<file path="src/rtl/inorder_issue_queue.sv">
// In-order issue queue: circular FIFO between decode and register-read.
// It owns the busy-bit scoreboard (set on issue, cleared on writeback).
package exut;
    typedef enum logic [1:0] {
        ALU = 2'd0,
        MUL = 2'd1,
        DIV = 2'd2,
        MEM = 2'd3
    } exe_unit_type_t;

    typedef struct packed {
        exe_unit_type_t exu_type;
        logic           has_rs1;
        logic [4:0]     rs1;
        logic           has_rs2;
        logic [4:0]     rs2;
        logic           has_rd;
        logic [4:0]     rd;
        logic [7:0]     op;
        logic [31:0]    imm;
    } queue_item_t;
endpackage

module inorder_issue_queue
    import exut::*;
#(
    parameter  int unsigned DEPTH = 8,
    localparam int unsigned PTR_W = $clog2(DEPTH)
) (
    input  logic             clk,
    input  logic             rst,
    input  logic             flush,
    input  logic             enq_valid,
    output logic             enq_ready,
    input  queue_item_t      enq_item,
    output logic             iss_valid,
    input  logic             iss_ready,
    output queue_item_t      iss_item,
    input  logic [3:0]       exu_ready,
    input  logic             wb_valid,
    input  logic [4:0]       wb_rd,
    output logic [PTR_W:0]   count
);

    queue_item_t       mem_q [DEPTH];
    logic [PTR_W-1:0]  head_q, head_d;
    logic [PTR_W-1:0]  tail_q, tail_d;
    logic [PTR_W:0]    count_q, count_d;
    logic [31:0]       busy_q, busy_d;
    logic              enq_fire, iss_fire;
    logic              rs1_ok, rs2_ok, rd_ok;

    // A register is usable if not tracked, x0, idle, or written back this very cycle.
    function automatic logic reg_ok(input logic [4:0] r, input logic has,
                                    input logic [31:0] busy,
                                    input logic wbv, input logic [4:0] wbr);
        return !has || (r == 5'd0) || !busy[r] || (wbv && (wbr == r));
    endfunction

    always_comb begin
        iss_item  = mem_q[head_q];
        rs1_ok    = reg_ok(iss_item.rs1, iss_item.has_rs1, busy_q, wb_valid, wb_rd);
        rs2_ok    = reg_ok(iss_item.rs2, iss_item.has_rs2, busy_q, wb_valid, wb_rd);
        rd_ok     = reg_ok(iss_item.rd,  iss_item.has_rd,  busy_q, wb_valid, wb_rd);
        enq_ready = (count_q != (PTR_W+1)'(DEPTH)) && !flush;
        iss_valid = (count_q != '0) && !flush && rs1_ok && rs2_ok && rd_ok
                    && exu_ready[iss_item.exu_type];
        enq_fire  = enq_valid && enq_ready;
        iss_fire  = iss_valid && iss_ready;
        count     = count_q;
    end

    always_comb begin
        head_d  = head_q;
        tail_d  = tail_q;
        count_d = count_q + (PTR_W+1)'(enq_fire) - (PTR_W+1)'(iss_fire);
        busy_d  = busy_q;
        if (iss_fire) head_d = head_q + PTR_W'(1);
        if (enq_fire) tail_d = tail_q + PTR_W'(1);
        if (flush) begin
            head_d  = '0;
            tail_d  = '0;
            count_d = '0;
        end
        // Clear first so a same-cycle issue to the same register re-marks it busy.
        if (wb_valid) busy_d[wb_rd] = 1'b0;
        if (iss_fire && iss_item.has_rd) busy_d[iss_item.rd] = 1'b1;
        busy_d[0] = 1'b0;
    end

    always_ff @(posedge clk) begin
        if (rst) begin
            head_q  <= '0;
            tail_q  <= '0;
            count_q <= '0;
            busy_q  <= '0;
        end else begin
            head_q  <= head_d;
            tail_q  <= tail_d;
            count_q <= count_d;
            busy_q  <= busy_d;
        end
    end

    always_ff @(posedge clk) begin
        if (enq_fire) mem_q[tail_q] <= enq_item;
    end

endmodule
</file>
<file path="config.mk">
export PLATFORM = sky130hd
export DESIGN_NAME = inorder_issue_queue
export DESIGN_NICKNAME = d
export VERILOG_FILES = /design/src/rtl/inorder_issue_queue.sv
export SDC_FILE = /design/constraint.sdc
export NUM_CORES = 1
export LEC_CHECK = 0
export BUFFER_PORTS_ARGS = -buffer_cell sky130_fd_sc_hd__buf_2
export CELL_PAD_IN_SITES_DETAIL_PLACEMENT = 1
export CELL_PAD_IN_SITES_GLOBAL_PLACEMENT = 1
export CORE_UTILIZATION = 25
export DETAILED_ROUTE_END_ITERATION = 12
export GPL_TIMING_DRIVEN = 1
export PLACE_DENSITY_LB_ADDON = 0.1
export SYNTH_ARGS = -nofsm -noshare
export SYNTH_HDL_FRONTEND = slang
export SYNTH_SLANG_ARGS = --single-unit
</file>
<file path="constraint.sdc">
create_clock -name clk -period 13.7 [get_ports clk]
set_input_delay 2.74 -clock clk [delete_from_list [all_inputs] [get_ports clk]]
set_output_delay 2.74 -clock clk [all_outputs]
set_load 0.03 [all_outputs]
</file>
==> results.toml <==
[placement]
dp_slack_ps = 6290
gp_congestion = 0.824
place_area_um2 = 23800
hpwl_mm = 39.2
numPortBuffers = 140

[finish]
final_layout_size_suffix_gt1_share_pct = 30.9
layout_commonest_cell = "edfxtp_1"
multi_input_area_um2 = 6040
syn_to_final_growth_pct = 18.8
register_area_um2 = 15300
nets = 1483
layout_common_cells = "480 x edfxtp_1, 140 x buf_2, 105 x mux4_2"
final_cell_area_um2 = 25800
fillCellCount = 8795

[power_and_ir_drop]
powerDensity_nw_per_um2 = 137
peakVddDrop_mv = 0.0723
leakagePower_nw = 8.03

[yosys]
synthSimpleGateAreaFrac_pct = 5.67
synth-seq-cells = 524
synth-seq-area-share_pct = 70.5
synthesis.nets = 1307
ys.flop_type = "edfxtp_1"
synth.distinct_cells = 71
synth_top_area_share_pct = 66.4
synthArstFlopShare_pct = 0
yosysWarningCount = 0
synth_xor_area_share_pct = 0.686
netlist_area_um2 = 21700
synth_top_family_by_area = "multiplexers"
muxShareOfSynthArea_pct = 16.8
synth_edf_count = 480
syn_inst = 1223
synthTopCellsByArea = "edfxtp_1 66%, mux4_2 11%, dfxtp_1 4.1%"
syn_area_per_cell_um2 = 17.7
synthAdderAreaFrac_pct = 0.553
yosys.area.top_type = "edfxtp_1"
synth-compound-area-share_pct = 3.80

[global_route]
antenna_found_initial = 12
top_usage_layer = "met2"
grt_pass1_vias = 12817
met1_usage_pct = 18.5
use_met3_pct = 3.39
grt_pass1_wl_mm = 92.5
gr-total-overflow = 0
grt_max_degree = 51
grt_usage_pct = 14.7
grt.met2_usage_pct = 25.1

[critical_path]
crit_type = "reg2out"
startpoint_type = "flop"
cp_slowest_cell = "dfxtp_4"
cp-end-kind = "output port"
cp.required_ps = 10960
r2r_cells = 16
critPathTopFamily = "compound AO/OA/AOI/OAI gates"
path_depth = 11
crit_buf_inv = 3
r2r_setup_slack_ps = 7570
critPathArrivalTime_ps = 5160
path_cells = "buf_4, buf_4, mux4_2, mux2i_1, o21ai_0, o41a_1, o41a_1, o41ai_1, a311o_1, and4b_1, buf_2"
endpoint = "iss_valid"
critPathMaxStageDelay_ps = 880
crit_fanout = 45
r2r-end = "count[1]$_SDFF_PP0_"

[routing]
vias = 11820
vias_per_cell = 4.56
detail-route-antenna-nets = 0
drt_first_pass_iters = 5
drtIter0Drc = 595
routed_wl_mm = 63.6
drc = 0
routedWlPerCell_um = 24.6

[timing]
worst_pin_slew_ps = 1090
fin_crit_sh_pct = 57.7
hold_viol = 0
fmax_mhz = 127
setup_viol = 0
grt_setup_unrepaired = "false"
fin_crit_ps = 7900
slew_headroom_pct = 27.2
finClkSkew_ps = 45.7
slew_violations = 0
fin_ws_ps = 5800
setup_tns_ps = 0
hold_ws_ps = 481

[floorplanning]
initial_core_util_pct = 25.4
boundaryPins = 141
die_w_um = 297
core-area_um2 = 85500
rows = 107
die_area_um2 = 88000
fp.dieH_um = 297

[clock_network]
cts-htree-levels = 3
ctsResizeCount = 0
clockRootBuffer = "clkbuf_16"
cts_inserted_buffers = 66
clkLatencyLatePin_ps = 610
postCtsSetupRepairBufs = 0
clk_pin_slew_ps = 50
cts_tree = "yes"
clock_tree.buffer_depth = 3
cts-hold-fix-buffers = 0
clkSinkCount = 524

[flow_run]
maxCapViolations = 0

[hold_path]
hp-class = "reg2reg"
hold_depth = 2

[outcome]
status = "finished, final reports clean"
==> worst reg2reg max path: stages (launching register included) <==
cell,delay (ps)
dfxtp_4,880
buf_4,570
buf_4,480
mux4_2,380
mux2i_1,600
o21ai_0,370
o41a_1,380
o41a_1,110
o41ai_1,80
a311o_1,300
nand4_4,520
inv_2,300
ha_1,270
inv_1,70
ha_1,180
fa_1,410
and2_1,140
==> metal layers <==
metal / part of all wire [%] / vias to the layer above
li1: - / 5256
met1: 44 / 6225
met2: 50 / 224
met3: 4.2 / 105
met4: 2.2 / 10
met5: 0.11 / -
==> flip-flops by register name (all words and copies together), names as in the netlist, named ones only <==
register and count:
busy_q 31, tail_q 3, head_q 3, count 4, mem_q 480
==> cells in the mapped netlist, types with 4 or more instances <==
library cell,instances
a2111oi_0,4
a211o_1,5
a21oi_1,14
a22o_1,10
a22oi_1,7
a31oi_1,4
buf_1,17
buf_2,8
buf_4,5
buf_6,10
clkbuf_1,15
dfxtp_1,44
edfxtp_1,480
ha_1,8
inv_1,19
inv_2,5
mux2_1,4
mux2_2,50
mux2i_1,62
mux4_2,105
nand2_1,83
nand3_1,22
nand3b_1,18
nand4_1,9
nor2_1,32
nor2b_1,17
nor3_1,16
nor3b_1,4
o21ai_0,30
o21ai_1,30
or2_2,4
or3_1,4
xnor2_1,13
xor2_1,4
==> cell families (layout without fill, tap and decap cells) <==
family,count (synthesis),after routing
XOR/XNOR,17,17
multiplexers,224,224
other,0,2
AO/OA/AOI/OAI,127,127
flip-flops,524,524
AND/OR/NAND/NOR,238,238
adder cells (fa/ha/maj),9,9
buffers and inverters,84,306
==> cell type report <==
class	instances	share of cell area [%]
clock inverters	29	1.09
inverters	27	0.403
diodes	2	0.0194
well taps	1144	5.55
repair buffers	165	3.44
multi-input cells	615	23.4
clock buffers	85	6.72
flip-flops and latches	524	59.4
==> power breakdown <==
group	internal, mW	total [mW]	leakage [nW]	switching (mW)
sequential	1.76	1.76	4.69	0.00282
combinational	0.0409	0.136	2.36	0.0952
clock	0.941	1.63	0.982	0.692
total	2.74	3.53	8.03	0.790
==> per-stage QoR <==
step                power (mW)  cells  util (%)
finish                    3.53   2591      30.1
floorplan                 1.87   1223         -
global placement          1.93   2475      27.8
detailed placement        1.93   2475      27.8
global route              3.65   2589      30.1
CTS                       3.59   2589      30.1
==> worst min path at each step <==
stage                            from   end  slack (ps)
4_1_cts        head_q[2]$_SDFFE_PP0N_  flop         490
6_report       head_q[2]$_SDFFE_PP0N_  flop         480
3_5_place_dp   head_q[2]$_SDFFE_PP0N_  flop         470
2_1_floorplan  head_q[2]$_SDFFE_PP0N_  flop         450
5_1_grt        head_q[2]$_SDFFE_PP0N_  flop         530
3_3_place_gp   head_q[2]$_SDFFE_PP0N_  flop         480
Note: power is estimated with default switching activity, not from simulation.
